==> src/rtl/pipeline_hazard_ctrl.sv <==
// pipeline_hazard_ctrl: stall/flush control for the five-stage pipeline.
// Load-use, taken-branch and multi-cycle data-memory handshake sequencing. Rev 1.0
`default_nettype none

module pipeline_hazard_ctrl #(
  parameter int TIMEOUT = 255,
  parameter int CNT_W   = 16
) (
  input  logic             clk_i,
  input  logic             rst_i,
  input  logic [4:0]       id_rs_addr_i,
  input  logic [4:0]       id_rt_addr_i,
  input  logic             id_uses_rt_i,
  input  logic             ex_mem_read_i,
  input  logic [4:0]       ex_rt_addr_i,
  input  logic             id_branch_taken_i,
  input  logic             mem_req_i,
  input  logic             mem_ack_i,
  output logic             mem_start_o,
  output logic             pc_write_o,
  output logic             ifid_stall_o,
  output logic             ifid_flush_o,
  output logic             idex_stall_o,
  output logic             idex_flush_o,
  output logic             exmem_stall_o,
  output logic             memwb_bubble_o,
  output logic [CNT_W-1:0] stall_cnt_o,
  output logic [CNT_W-1:0] flush_cnt_o,
  output logic             mem_err_o
);

  localparam int TW = $clog2(TIMEOUT + 1);

  typedef enum logic [0:0] {
    RUN      = 1'b0,
    MEM_WAIT = 1'b1
  } state_t;

  state_t          state, state_nxt;
  logic            mem_stall;
  logic            load_use;
  logic [TW-1:0]   tmo_cnt;

  assign load_use = ex_mem_read_i && (ex_rt_addr_i != 5'd0) &&
                    ((ex_rt_addr_i == id_rs_addr_i) ||
                     (id_uses_rt_i && (ex_rt_addr_i == id_rt_addr_i)));

  always_ff @(posedge clk_i or negedge rst_i) begin
    if (!rst_i) state <= RUN;
    else        state <= state_nxt;
  end

  // Outputs are forced idle while reset is held, even if mem_req_i is high.
  always_comb begin
    state_nxt      = state;
    mem_stall      = 1'b0;
    mem_start_o    = 1'b0;
    pc_write_o     = 1'b1;
    ifid_stall_o   = 1'b0;
    ifid_flush_o   = 1'b0;
    idex_stall_o   = 1'b0;
    idex_flush_o   = 1'b0;
    exmem_stall_o  = 1'b0;
    memwb_bubble_o = 1'b0;
    if (rst_i) begin
      case (state)
        RUN: begin
          if (mem_req_i) begin
            mem_start_o = 1'b1;
            mem_stall   = 1'b1;
            state_nxt   = MEM_WAIT;
          end
        end
        MEM_WAIT: begin
          if (mem_ack_i) state_nxt = RUN;
          else           mem_stall = 1'b1;
        end
        default: state_nxt = RUN;
      endcase

      if (mem_stall) begin
        pc_write_o     = 1'b0;
        ifid_stall_o   = 1'b1;
        idex_stall_o   = 1'b1;
        exmem_stall_o  = 1'b1;
        memwb_bubble_o = 1'b1;
      end else if (load_use) begin
        pc_write_o   = 1'b0;
        ifid_stall_o = 1'b1;
        idex_flush_o = 1'b1;
      end else if (id_branch_taken_i) begin
        ifid_flush_o = 1'b1;
      end
    end
  end

  always_ff @(posedge clk_i or negedge rst_i) begin
    if (!rst_i) begin
      stall_cnt_o <= '0;
      flush_cnt_o <= '0;
    end else begin
      if (!pc_write_o && (stall_cnt_o != {CNT_W{1'b1}}))
        stall_cnt_o <= stall_cnt_o + CNT_W'(1);
      if (ifid_flush_o && (flush_cnt_o != {CNT_W{1'b1}}))
        flush_cnt_o <= flush_cnt_o + CNT_W'(1);
    end
  end

  // The wait continues past the timeout; the error flag only records it.
  always_ff @(posedge clk_i or negedge rst_i) begin
    if (!rst_i) begin
      tmo_cnt   <= '0;
      mem_err_o <= 1'b0;
    end else if (state == RUN) begin
      if (mem_req_i) tmo_cnt <= '0;
    end else begin
      if (tmo_cnt != TW'(TIMEOUT)) tmo_cnt <= tmo_cnt + TW'(1);
      if (tmo_cnt == TW'(TIMEOUT - 1)) mem_err_o <= 1'b1;
    end
  end

endmodule

`default_nettype wire

==> config.mk <==
export PLATFORM = sky130hd
export DESIGN_NAME = pipeline_hazard_ctrl
export DESIGN_NICKNAME = d
export VERILOG_FILES = /design/src/rtl/pipeline_hazard_ctrl.sv
export SDC_FILE = /design/constraint.sdc
export NUM_CORES = 1
export LEC_CHECK = 0
export ABC_AREA = 1
export ABC_CLOCK_PERIOD_IN_PS = 4100
export CORE_MARGIN = 3
export CORE_UTILIZATION = 33
export DETAILED_ROUTE_END_ITERATION = 12
export DONT_BUFFER_PORTS = 1
export HOLD_SLACK_MARGIN = 0.05
export PLACE_DENSITY_LB_ADDON = 0.3
export SYNTH_ARGS = -nofsm -noshare
export SYNTH_HDL_FRONTEND = slang
export SYNTH_SLANG_ARGS = --single-unit
==> constraint.sdc <==
create_clock -name clk_i -period 4.1 [get_ports clk_i]
set_clock_uncertainty 0.05 [all_clocks]
set_input_delay 0.615 -clock clk_i [delete_from_list [all_inputs] [get_ports clk_i]]
set_output_delay 0.615 -clock clk_i [all_outputs]
set_load 0.1 [all_outputs]
### Yosys cells after proc, flatten, opt, wreduce, memory -nomap -nowiden

Cells that the tools add are included.
W data, S select, Z words.

* $add $sub $neg: 3
* equality and inequality tests: 7
* multiplexer cells: 23
* bitwise logic cells: 1
* reduce and logical (&&, ||, !) cells: 11

Operator list (count)
* $add A16 B1 Y16 const B: 2
* $ne A16 B16 Y1 const B: 2
* $mux W8: 3
* $mux W1: 19
* $eq A5 B5 Y1: 2
* $add A8 B1 Y8 const B: 1
* $eq A8 B8 Y1 const B: 1
* $ne A8 B8 Y1 const B: 1
* $logic_and A1 B1 Y1: 5
* $reduce_bool A5 Y1: 1
* $reduce_and A2 Y1: 2
* $ne A2 B1 Y1 const B: 1
* $pmux W1 S2: 1
* $reduce_bool A2 Y1: 1
* $logic_not A1 Y1: 1
* $logic_or A1 B1 Y1: 1
* $not A1 Y1: 1

* flip-flop bits (word level): 42
* output and inout bits: 41

### Longest topological paths before layout

* depth in word-level cells: 9
* mapped depth: 12
* mapped depth without buffers: 11

### Worst setup path before layout

Ideal clock, no wire load.

* kind: input to output
* start point: input port mem_req_i
* end point: output port pc_write_o
* data arrival time: 3.707 ns
* data required time: 3.435 ns
* slack: -0.272 ns
* stages: 8
* buffers on the path: 1
* cells stage by stage: inv_1 nor2_1 nor2_1 nor2_1 inv_1 nand2_2 buf_2 inv_1

* word-level cells in the longest chain between the ends: 5

RTL lines
* from (decl): RTL line 17 `input logic mem_req_i,`
* $mux W1: RTL line 68 `if (mem_req_i) begin`
* $pmux W1 S2: RTL line 66 `case (state)`
* $mux W1: RTL line 65 `if (rst_i) begin`
* $mux W1: RTL line 81 `if (mem_stall) begin`
* $mux W1: RTL line 65
* to (decl): RTL line 20 `output logic pc_write_o,`

Every way passes these cells. The select of a mux whose other input is x is not followed.

### Worst setup path after layout

* start point: register state
* end point: output port ifid_stall_o

* word-level cells in the longest chain between the ends: 5

RTL lines
* from (decl): RTL line 39 `state_t state, state_nxt;`
* from (signal assigned): RTL line 50 `else state <= state_nxt;`
* $not A1 Y1
* $pmux W1 S2 (*): RTL line 66
* $mux W1 (*): RTL line 65
* $mux W1 (*): RTL line 81
* $mux W1 (*): RTL line 65
* to (decl): RTL line 21 `output logic ifid_stall_o,`

Mark *: on every way between the ends. The rest lies on a longest branch, timed or not. The select of a mux whose other input is x is not followed.

==> run summary <==
- **Num Clock Sinks** 42
- **DRC violations left** 0
- **sum of internal, switching and leakage power** 1540 uW
- **cell area power density** 475 nW/um^2
- **cells along the critical path** nor2_1 > nor2_1 > nor2_4 > buf_4 > inv_1 > nand2_2 > buf_4
- **clock tree from TritonCTS** done
- **Util after Layout** 41.3%
- **startpoint type of the worst setup path** flip-flop
- **final period demand of the worst path** 2.91 ns
- **count of flip-flops with a built-in enable after synthesis** 0
- **Routed Antenna Nets** 0
- **transition at the pin with the smallest max-transition slack** 1.09 ns
- **most frequent cells after synthesis** 139 x nand2_1, 48 x inv_1, 42 x dfrtp_1
- **H-tree depth** 2
- **row cnt** 32
- **most used flip-flop cell after synthesis** dfrtp_1
- **worst-path fanout max** 19
- **Crit Path Category** flip-flop to output pin
- **leakage power summed over all cells** 0.00166 uW
- **wire length of the first global-routing pass** 10700 microns
- **met1 capacity usage during global routing** 17.5%
- **final-report max-slew violation count** 0
- **total number of nets in the final design** 441
- **sum of buffers and inverters on the critical path** 3
- **unrepaired setup endpoints after global routing** no
- **cell taking the most area after synthesis** dfrtp_1
- **met2 usage in global routing** 25.0%
- **Most Crowded Layer GR** met2
- **final weighted congestion of routability-driven global placement** 0.835
- **Overall Global Routing Usage** 14.4%
- **portion of synthesized cell area occupied by the leading cell type** 39.0%
- **sequential cell area** 1050 sq um
- **fraction of registers with async set or reset after synthesis** 100%
- **number of I/O port buffers** 0
- **Rel. slew slack** 27.5%
- **remaining global-route overflow** 0
- **CP max stage delay** 0.43 ns
- **top cells by area in the synthesized netlist** dfrtp_1 39%, nand2_1 19%, inv_1 6.7%
- **Via density** 4.53
- **antenna violations before repair** 0
- **first-pass detailed-route iteration total** 4
- **warning count from the yosys run** 0
- **total detailed-routing wirelength** 6340 microns
- **final std cells w/o fill** 518
- **final worst-path cycle share** 71.1%
- **post-synthesis instance total** 379
- **chip width** 96.4 microns
- **count of final hold-check violations** 0
- **synth unique cells** 25
- **via count** 2344
- **Max-Cap Viols** 0
- **maximum achievable frequency** 343 MHz
- **CTS buffer count** 5
- **# fillers** 841
- **Chip Height** 96.4 microns
- **cell area after technology mapping** 2700 sq um
- **largest net degree at the start of global routing** 43
- **Min-Delay Path Class** input pin to asynchronous set/reset pin
- **number of buffers inserted for hold repair after clock tree synthesis** 1
- **setup TNS after final layout** 0 ns
- **Total Die Area** 9290 sq um
- **arrival time worst endpoint** 2.25 ns
- **Gates resized, CTS repair** 0
- **number of storage elements in the synthesis netlist** 42
- **clock tree buffer depth** 2
- **area of the multi-input gates** 1430 sq um
- **sum of net half-perimeters after detailed placement** 4650 microns
- **fraction of met3 tracks used by global routing** 3.87%
- **net count after synthesis** 405
- **kind of end point of the critical path** output pin
- **setup slack, reg-to-reg** 1.52 ns
- **area grow syn2layout** 20.1%
- **data required time at the worst endpoint** 3.43 ns
- **proportion of layout cells with a drive suffix above 1** 13.7%
- **# placed instances** 509
- **clk slew on worst S/H paths** 0.08 ns
- **Initial Util** 34.4%
- **setup-violating endpoint count in the final report** 0
- **1st-iter DRT viols** 120
- **Antenna diodes** 0
- **clock root buffer master** clkbuf_8
- **vias in the first global route** 2361
- **cell with the most instances after synthesis** nand2_1
- **DR WL/cell** 12.2 microns
- **CORE AREA** 7850 sq um
- **outcome** complete, no violations
- **cell class contributing the biggest share of worst-path delay** buffers and inverters
- **Worst IR Drop VDD** 0.000354 V
- **CP max stage cell** dfrtp_1
- **total I/O pin count** 63
- **post-synthesis area per instance** 7.11 sq um
- **portion of the post-synthesis area used by sequential elements** 39.0%
- **post-CTS setup repair buffer count** 0
- **clock latency reported for the late side of the worst-skew pair** 0.29 ns
worst reg2reg max path, cell delays in order (launching register included):
cell and delay, ns:
dfrtp_1 0.33, buf_4 0.31, ha_1 0.24, nand3_1 0.15, nor2_1 0.29, nand4_1 0.16, nand3_1 0.33, buf_4 0.26
inv_1 0.19, nand2_1 0.11, nand2_1 0.06
worst paths after layout:
check                      cells after the start              end           start
min reg2reg                                    1       tmo_cnt[7]      tmo_cnt[7]
max in group asynchronous                      1   flush_cnt_o[9]           rst_i
min                                            1  stall_cnt_o[14]           rst_i
max reg2reg                                   10   flush_cnt_o[5]  flush_cnt_o[0]
min in group clk_i                             1            state           rst_i
max                                            7     ifid_stall_o           state
logic make-up (layout without fill, tap and decap cells):
group	count (synthesis)	after routing	synth area share, %
DFF	42	42	39.0
xor gates and xnor gates	33	33	10.7
AOI/OAI and AO/OA	16	16	3.29
adders and majority gates	4	4	1.86
and+or+nand+nor	228	228	36.6
buffers and inverters	56	93	8.58
metrics by stage:
step | instance area (sq um) | setup WS, ns | hold slack [ns]
after floorplan | 2700 | 0.283 | 0.269
after global placement | 3070 | 1.36 | 0.271
after detailed placement | 3070 | 1.33 | 0.270
after CTS | 3240 | 1.18 | 0.102
after global routing | 3240 | 1.01 | 0.107
final | 3240 | 1.19 | 0.104
layout make-up:
type                    instances  share of cell area [%]
multi-input cells             281                    44.0
clock buffers                   6                    2.55
flip-flops and latches         42                    32.5
well taps                     102                    3.94
repair buffers                 37                    9.58
inverters                      48                    5.56
clock inverters                 2                    1.85
layout by cell type (no fill, tap or decap), drive strengths merged, types with 6 or more instances in the layout:
master / Yosys / routed
nand3: 34 / 34
o21ai: 8 / 8
clkbuf: 0 / 6
nor2: 36 / 36
inv: 48 / 48
dfrtp: 42 / 42
nand2: 143 / 143
xnor2: 16 / 16
buf: 8 / 37
nor3: 8 / 8
xor2: 17 / 17
report_power, final:
group / switching, uW / leakage (uW) / internal, uW
Clock: 146 / 0.0000714 / 260
Combinational: 506 / 0.00102 / 134
Sequential: 24.7 / 0.000572 / 465
Total: 677 / 0.00166 / 859
sequential cells by signal (all words and copies together) (netlist names):
name	cells
flush_cnt_o	16
tmo_cnt	8
state	1
stall_cnt_o	16
mem_err_o	1
metal layers:
layer  share of wire [%]  vias up
met2                  49       48
met4                 1.2        0
met3                 5.6        7
met1                  44     1049
li1                    -     1240
met5                   0        -
No activity file was read; power rests on OpenSTA's default activity.
